### src/rtl/pattern_scan_pkg.sv
// Shared types and constants for the pattern scan controller.
package pattern_scan_pkg;

  // Serialiser states
  typedef enum logic {
    IDLE  = 1'b0,
    SHIFT = 1'b1
  } state_t;

  // Pattern loaded out of reset unless overridden
  localparam logic [4:0] DEFAULT_PAT = 5'b10110;

endpackage : pattern_scan_pkg

### src/rtl/pattern_match_core.sv
// Bit-serial pattern matcher: history shift register, fill counter and
// comparator. Flags a hit combinationally for the bit presented this cycle.
module pattern_match_core
  import pattern_scan_pkg::*;
#(
  parameter int unsigned      PAT_W   = 5,
  parameter logic [PAT_W-1:0] RST_PAT = PAT_W'(DEFAULT_PAT)
) (
  input  logic             clk,
  input  logic             rst,
  input  logic             bit_valid,
  input  logic             bit_in,
  input  logic             load,
  input  logic [PAT_W-1:0] pattern_in,
  output logic             match_c
);

  localparam int unsigned FILL_W = $clog2(PAT_W + 1);
  localparam logic [FILL_W-1:0] FILL_FULL = FILL_W'(PAT_W);

  logic [PAT_W-1:0]  pattern;
  logic [PAT_W-1:0]  history;
  logic [PAT_W-1:0]  history_nxt_c;
  logic [FILL_W-1:0] fill;
  logic [FILL_W-1:0] fill_nxt_c;

  // Next history/fill if the current bit is consumed, and the hit decision
  always_comb begin
    history_nxt_c = {history[PAT_W-2:0], bit_in};
    fill_nxt_c    = (fill == FILL_FULL) ? fill : fill + FILL_W'(1);
    match_c       = bit_valid && (fill_nxt_c == FILL_FULL) &&
                    (history_nxt_c == pattern);
  end

  // Pattern, history and fill registers; a load restarts the history
  always_ff @(posedge clk) begin
    if (!rst) begin
      pattern <= RST_PAT;
      history <= '0;
      fill    <= '0;
    end else if (load) begin
      pattern <= pattern_in;
      history <= '0;
      fill    <= '0;
    end else if (bit_valid) begin
      history <= history_nxt_c;
      fill    <= fill_nxt_c;
    end
  end

endmodule : pattern_match_core

### src/rtl/pattern_scan_ctrl.sv
// Pattern scan controller: accepts parallel words, serialises them MSB
// first into the matcher, and counts matches (saturating).
// Optional feature: define PATTERN_SCAN_IRQ_EN to add the sticky irq output
// and its irq_clr input.
module pattern_scan_ctrl
  import pattern_scan_pkg::*;
#(
  parameter int unsigned      WORD_W  = 8,
  parameter int unsigned      PAT_W   = 5,
  parameter int unsigned      CNT_W   = 8,
  parameter logic [PAT_W-1:0] RST_PAT = PAT_W'(DEFAULT_PAT)
) (
  input  logic              clk,
  input  logic              rst,
  input  logic [WORD_W-1:0] word_in,
  input  logic              word_valid,
  output logic              word_ready,
  input  logic [PAT_W-1:0]  cfg_pattern,
  input  logic              cfg_load,
  input  logic              cnt_clr,
`ifdef PATTERN_SCAN_IRQ_EN
  input  logic              irq_clr,
  output logic              irq,
`endif
  output logic              busy,
  output logic              match_pulse,
  output logic [CNT_W-1:0]  match_cnt
);

  localparam int unsigned IDX_W = (WORD_W > 1) ? $clog2(WORD_W) : 1;
  localparam logic [IDX_W-1:0] IDX_LAST = IDX_W'(WORD_W - 1);
  localparam logic [IDX_W-1:0] IDX_PENULT = IDX_W'(WORD_W - 2);

  state_t            state;
  logic [WORD_W-1:0] shreg;
  logic [IDX_W-1:0]  idx;
  logic              accept_c;
  logic              load_ok_c;
  logic              match_c;

  assign accept_c  = word_valid && word_ready;
  assign load_ok_c = cfg_load && (state == IDLE) && !word_valid;

  // Handshake and serialisation FSM; word_ready/busy track the next state
  always_ff @(posedge clk) begin
    if (!rst) begin
      state      <= IDLE;
      shreg      <= '0;
      idx        <= '0;
      word_ready <= 1'b1;
      busy       <= 1'b0;
    end else begin
      case (state)
        IDLE: begin
          if (accept_c) begin
            state      <= SHIFT;
            shreg      <= word_in;
            idx        <= '0;
            busy       <= 1'b1;
            word_ready <= 1'b0;
          end
        end
        SHIFT: begin
          if (idx == IDX_LAST) begin
            if (word_valid) begin
              shreg      <= word_in;
              idx        <= '0;
              word_ready <= 1'b0;
            end else begin
              state      <= IDLE;
              busy       <= 1'b0;
              word_ready <= 1'b1;
            end
          end else begin
            shreg      <= shreg << 1;
            idx        <= idx + IDX_W'(1);
            word_ready <= (idx == IDX_PENULT);
          end
        end
        default: begin
          state      <= IDLE;
          busy       <= 1'b0;
          word_ready <= 1'b1;
        end
      endcase
    end
  end

  pattern_match_core #(
    .PAT_W   (PAT_W),
    .RST_PAT (RST_PAT)
  ) u_core (
    .clk        (clk),
    .rst        (rst),
    .bit_valid  (busy),
    .bit_in     (shreg[WORD_W-1]),
    .load       (load_ok_c),
    .pattern_in (cfg_pattern),
    .match_c    (match_c)
  );

  // Match pulse and saturating counter; clear beats a same-cycle match
  always_ff @(posedge clk) begin
    if (!rst) begin
      match_pulse <= 1'b0;
      match_cnt   <= '0;
    end else begin
      match_pulse <= match_c;
      if (cnt_clr) begin
        match_cnt <= '0;
      end else if (match_c && (match_cnt != {CNT_W{1'b1}})) begin
        match_cnt <= match_cnt + CNT_W'(1);
      end
    end
  end

`ifdef PATTERN_SCAN_IRQ_EN
  // Sticky interrupt; a new match wins over a same-cycle clear
  always_ff @(posedge clk) begin
    if (!rst) begin
      irq <= 1'b0;
    end else if (match_c) begin
      irq <= 1'b1;
    end else if (irq_clr) begin
      irq <= 1'b0;
    end
  end
`endif

endmodule : pattern_scan_ctrl

### config.mk
export PLATFORM = sky130hd
export DESIGN_NAME = pattern_scan_ctrl
export DESIGN_NICKNAME = d
export VERILOG_FILES = /design/src/rtl/pattern_scan_pkg.sv /design/src/rtl/pattern_match_core.sv /design/src/rtl/pattern_scan_ctrl.sv
export SDC_FILE = /design/constraint.sdc
export NUM_CORES = 1
export LEC_CHECK = 0
export ABC_AREA = 1
export CAP_MARGIN = 20
export CORE_ASPECT_RATIO = 0.6
export CORE_MARGIN = 8
export CORE_UTILIZATION = 39
export CTS_CLUSTER_SIZE = 12
export DETAILED_ROUTE_END_ITERATION = 8
export GPL_TIMING_DRIVEN = 0
export PLACE_DENSITY = 0.71
export SYNTH_ARGS = -nofsm -noshare
export SYNTH_HDL_FRONTEND = slang
export SYNTH_SLANG_ARGS = --single-unit
### constraint.sdc
create_clock -name clk -period 4.4 [get_ports clk]
set_input_delay 0.44 -clock clk [delete_from_list [all_inputs] [get_ports clk]]
set_output_delay 0.44 -clock clk [all_outputs]
set_load 0.02 [all_outputs]
==> results of run 1 <==
-- worst min path at each step --
stage                                      to  slack [ps]
6_report                shreg[0]$_SDFFE_PN0P_         480
5_1_grt                 shreg[3]$_SDFFE_PN0P_         500
4_1_cts                 shreg[0]$_SDFFE_PN0P_         470
3_5_place_dp            shreg[0]$_SDFFE_PN0P_         460
3_3_place_gp            shreg[0]$_SDFFE_PN0P_         460
2_1_floorplan  u_core.pattern[0]$_SDFFE_PN0P_         440
-- layer usage --
layer / global-route usage [%] / up-vias / share of wire [%]
met5: 0 / - / 0
met2: 17.6 / 26 / 40
met3: 4.10 / 2 / 4.6
li1: - / 832 / -
met1: 16.1 / 685 / 55
met4: 3.27 / 0 / 0.44
-- cell families after synthesis --
logic type,Yosys count,synth area share (%)
and+or+nand+nor,115,33.4
buffers and inverters,28,6.81
DFF,35,40.2
adders and majority gates,6,4.30
AOI/OAI and AO/OA,41,12.8
xor gates and xnor gates,5,2.51
-- placed cells by master (no fill, tap or decap), drive strengths merged --
cell / count
a211oi: 1
a21oi: 18
a31oi: 7
buf: 2
clkbuf: 9
clkdlybuf4s50: 28
dfxtp: 35
ha: 6
inv: 25
nand2: 69
nand3: 13
nand3b: 3
nand4: 7
nor2: 21
nor3: 1
o211ai: 1
o21ai: 13
o32ai: 1
or2: 1
xnor2: 2
xor2: 3
-- flip-flops by register name (all words and copies together) (netlist names), 3 cells and up --
register        count
match_cnt           8
shreg               8
u_core.pattern      5
u_core.history      4
idx                 3
u_core.fill         3
-- metrics by stage --
| step | hold WS (ps) | instances | util, % |
|---|---|---|---|
| 5_1_grt | 496 | 326 | 52.2 |
| 2_1_floorplan | 444 | 230 | - |
| 4_1_cts | 474 | 326 | 52.2 |
| 6_report | 476 | 326 | 52.2 |
| 3_3_place_gp | 457 | 318 | 49.9 |
| 3_5_place_dp | 464 | 318 | 49.9 |
-- worst register-to-register path, cell delays in order, from the launching register on --
cell and delay, ps:
dfxtp_1 340, ha_1 210, ha_1 220, nand2_1 100, nand2_1 70, nand2_1 200, buf_2 260, o21ai_0 100
a31oi_1 170
-- cell type report --
cell class / instances / area, um2
fill: 420 / 2010
clock buffer: 8 / 100
inverter: 25 / 98.8
multi-input combinational: 167 / 925
tap: 60 / 75.1
buffer: 3 / 20.0
sequential: 35 / 701
timing repair buffer: 28 / 280
-- power by group --
part	switching [uW]	internal [uW]
registers	10.5	333
logic	53.4	39.3
clock network	118	143
==> impl_metrics.json, run 1 <==
{
  "cap_violations": 0,
  "synth_area_leader_cell": "dfxtp_1",
  "rrSetupSlack_ps": 2670,
  "worst_pin_slew_ps": 435,
  "first_global_vias": 1448,
  "status": "completed",
  "synth_top_cell_area_share_pct": 40.2,
  "grt_pass1_wl_mm": 6.53,
  "synthArstFlopShare_pct": 0,
  "synthToLayoutAreaGrowth_pct": 26.1,
  "ios": 29,
  "routedWlPerCell_um": 11.9,
  "ys_types": 30,
  "cts_tree": "built",
  "cp_max_fo": 5,
  "hold_depth": 2,
  "finalNetCount": 289,
  "worstHoldPathType": "register to register",
  "antenna_cells": 0,
  "crit_required_ps": 3960,
  "fp-row-count": 18,
  "cts_made_buffers": 5,
  "cts.sinks": 35,
  "die_w_um": 102,
  "placed_cell_area_um2": 2100,
  "fin_area_um2": 2200,
  "synth-seq-cells": 35,
  "post-place-ws_ps": 2440,
  "hold_viol": 0,
  "post-route-period-util_pct": 41.9,
  "finClkSkew_ps": 7.44,
  "dr_total_vias": 1545,
  "initial_core_util_pct": 41.4,
  "vias_per_cell": 4.74,
  "yosysMostFrequentCell": "nand2_1",
  "synth_ff_type": "dfxtp_1",
  "worstSetupStartpointType": "register",
  "final_max_slew_viol_count": 0,
  "cts_root_buf": "clkbuf_8",
  "clockBufferDepth": 2,
  "max_freq_ghz": 0.542,
  "endpoint": "match_cnt[6]",
  "drt_iter0_markers": 50,
  "crit_buf_inv": 1,
  "worstSetupStartpoint": "match_cnt[6]$_SDFFE_PP0P_",
  "wl_mm": 3.88,
  "syn_inst": 230,
  "drc": 0,
  "p_leak_uw": 0.000916,
  "die_h_um": 67.8,
  "post_cts_buffers": 0,
  "slew_headroom_pct": 71.0,
  "antenna_found_initial": 0,
  "finalSetupTns_ps": 0,
  "crit_cells": 1,
  "cp_data_arrival_time_ps": 1400,
  "hp-start": "shreg[0]$_SDFFE_PN0P_",
  "dieArea_um2": 6940,
  "grt_max_degree": 11,
  "first_pass_iters": 4,
  "h-tree-depth": 2,
  "clock_latency_ps": 280,
  "syn_avg_cell_area_um2": 7.58,
  "r2r_start": "idx[0]$_SDFFE_PN0P_",
  "crit_type": "register to output pin",
  "grt.overflow.total": 0,
  "cts_resized": 0,
  "io_buffers": 28,
  "synthTopCellsByCount": "nand2_1, dfxtp_1, inv_1",
  "holdBufCountCts": 0,
  "reg2reg_depth": 8,
  "rsz0062_at_grt": "false",
  "grt_usage_pct": 11.9,
  "synth_edf_count": 0,
  "timing.rr.end": "shreg[2]$_SDFFE_PN0P_",
  "ant_nets": 0,
  "slowest_stage": "clkdlybuf4s50_1",
  "ir_worst_vdd_v": 0.000153,
  "syn_area_um2": 1740,
  "dp_hpwl_mm": 2.93,
  "clk_pin_slew_ps": 80,
  "core_area_um2": 4210,
  "drive_above_1_share_pct": 8.65,
  "yosysWarnings": 0,
  "setup_viol": 0,
  "yosysSeqAreaShare_pct": 40.2,
  "crit_family": "buffers and inverters",
  "slowest_delay_ps": 660,
  "power.total_uw": 697,
  "place_congestion": 0.822,
  "power_density_nw_per_um2": 317,
  "critPathCaptureType": "output pin",
  "finalCriticalPeriod_ps": 1840,
  "synthTopCellsByArea": "dfxtp_1, nand2_1, a21oi_1, inv_1, ha_1",
  "syn_nets": 254,
  "cp_cell_sequence": "clkdlybuf4s50_1",
  "fin_ws_ps": 2560
}
Note: power is estimated with default switching activity, not from simulation.
==> run 2, diff against run 1 <==
clock period = 1.9 ns   (was 4.4 ns; I/O delays follow)
==> results of run 2 <==
Same layout as run 1 (identical final DEF). Status: completed.
Among the figures that moved: setup slack after placement 2440 ps -> 191 ps; setup slack after layout 2560 ps -> 167 ps; hold slack 476 ps -> 465 ps; start point of the critical path match_cnt[6]$_SDFFE_PP0P_ -> idx[0]$_SDFFE_PN0P_; end point of the critical path match_cnt[6] -> shreg[2]$_SDFFE_PN0P_; register-to-register setup slack 2670 ps -> 170 ps; end point of the worst hold path shreg[0]$_SDFFE_PN0P_ -> u_core.pattern[4]$_SDFFE_PN1P_; total power 697 uW -> 1610 uW; worst IR drop on VDD 0.000153 V -> 0.000354 V
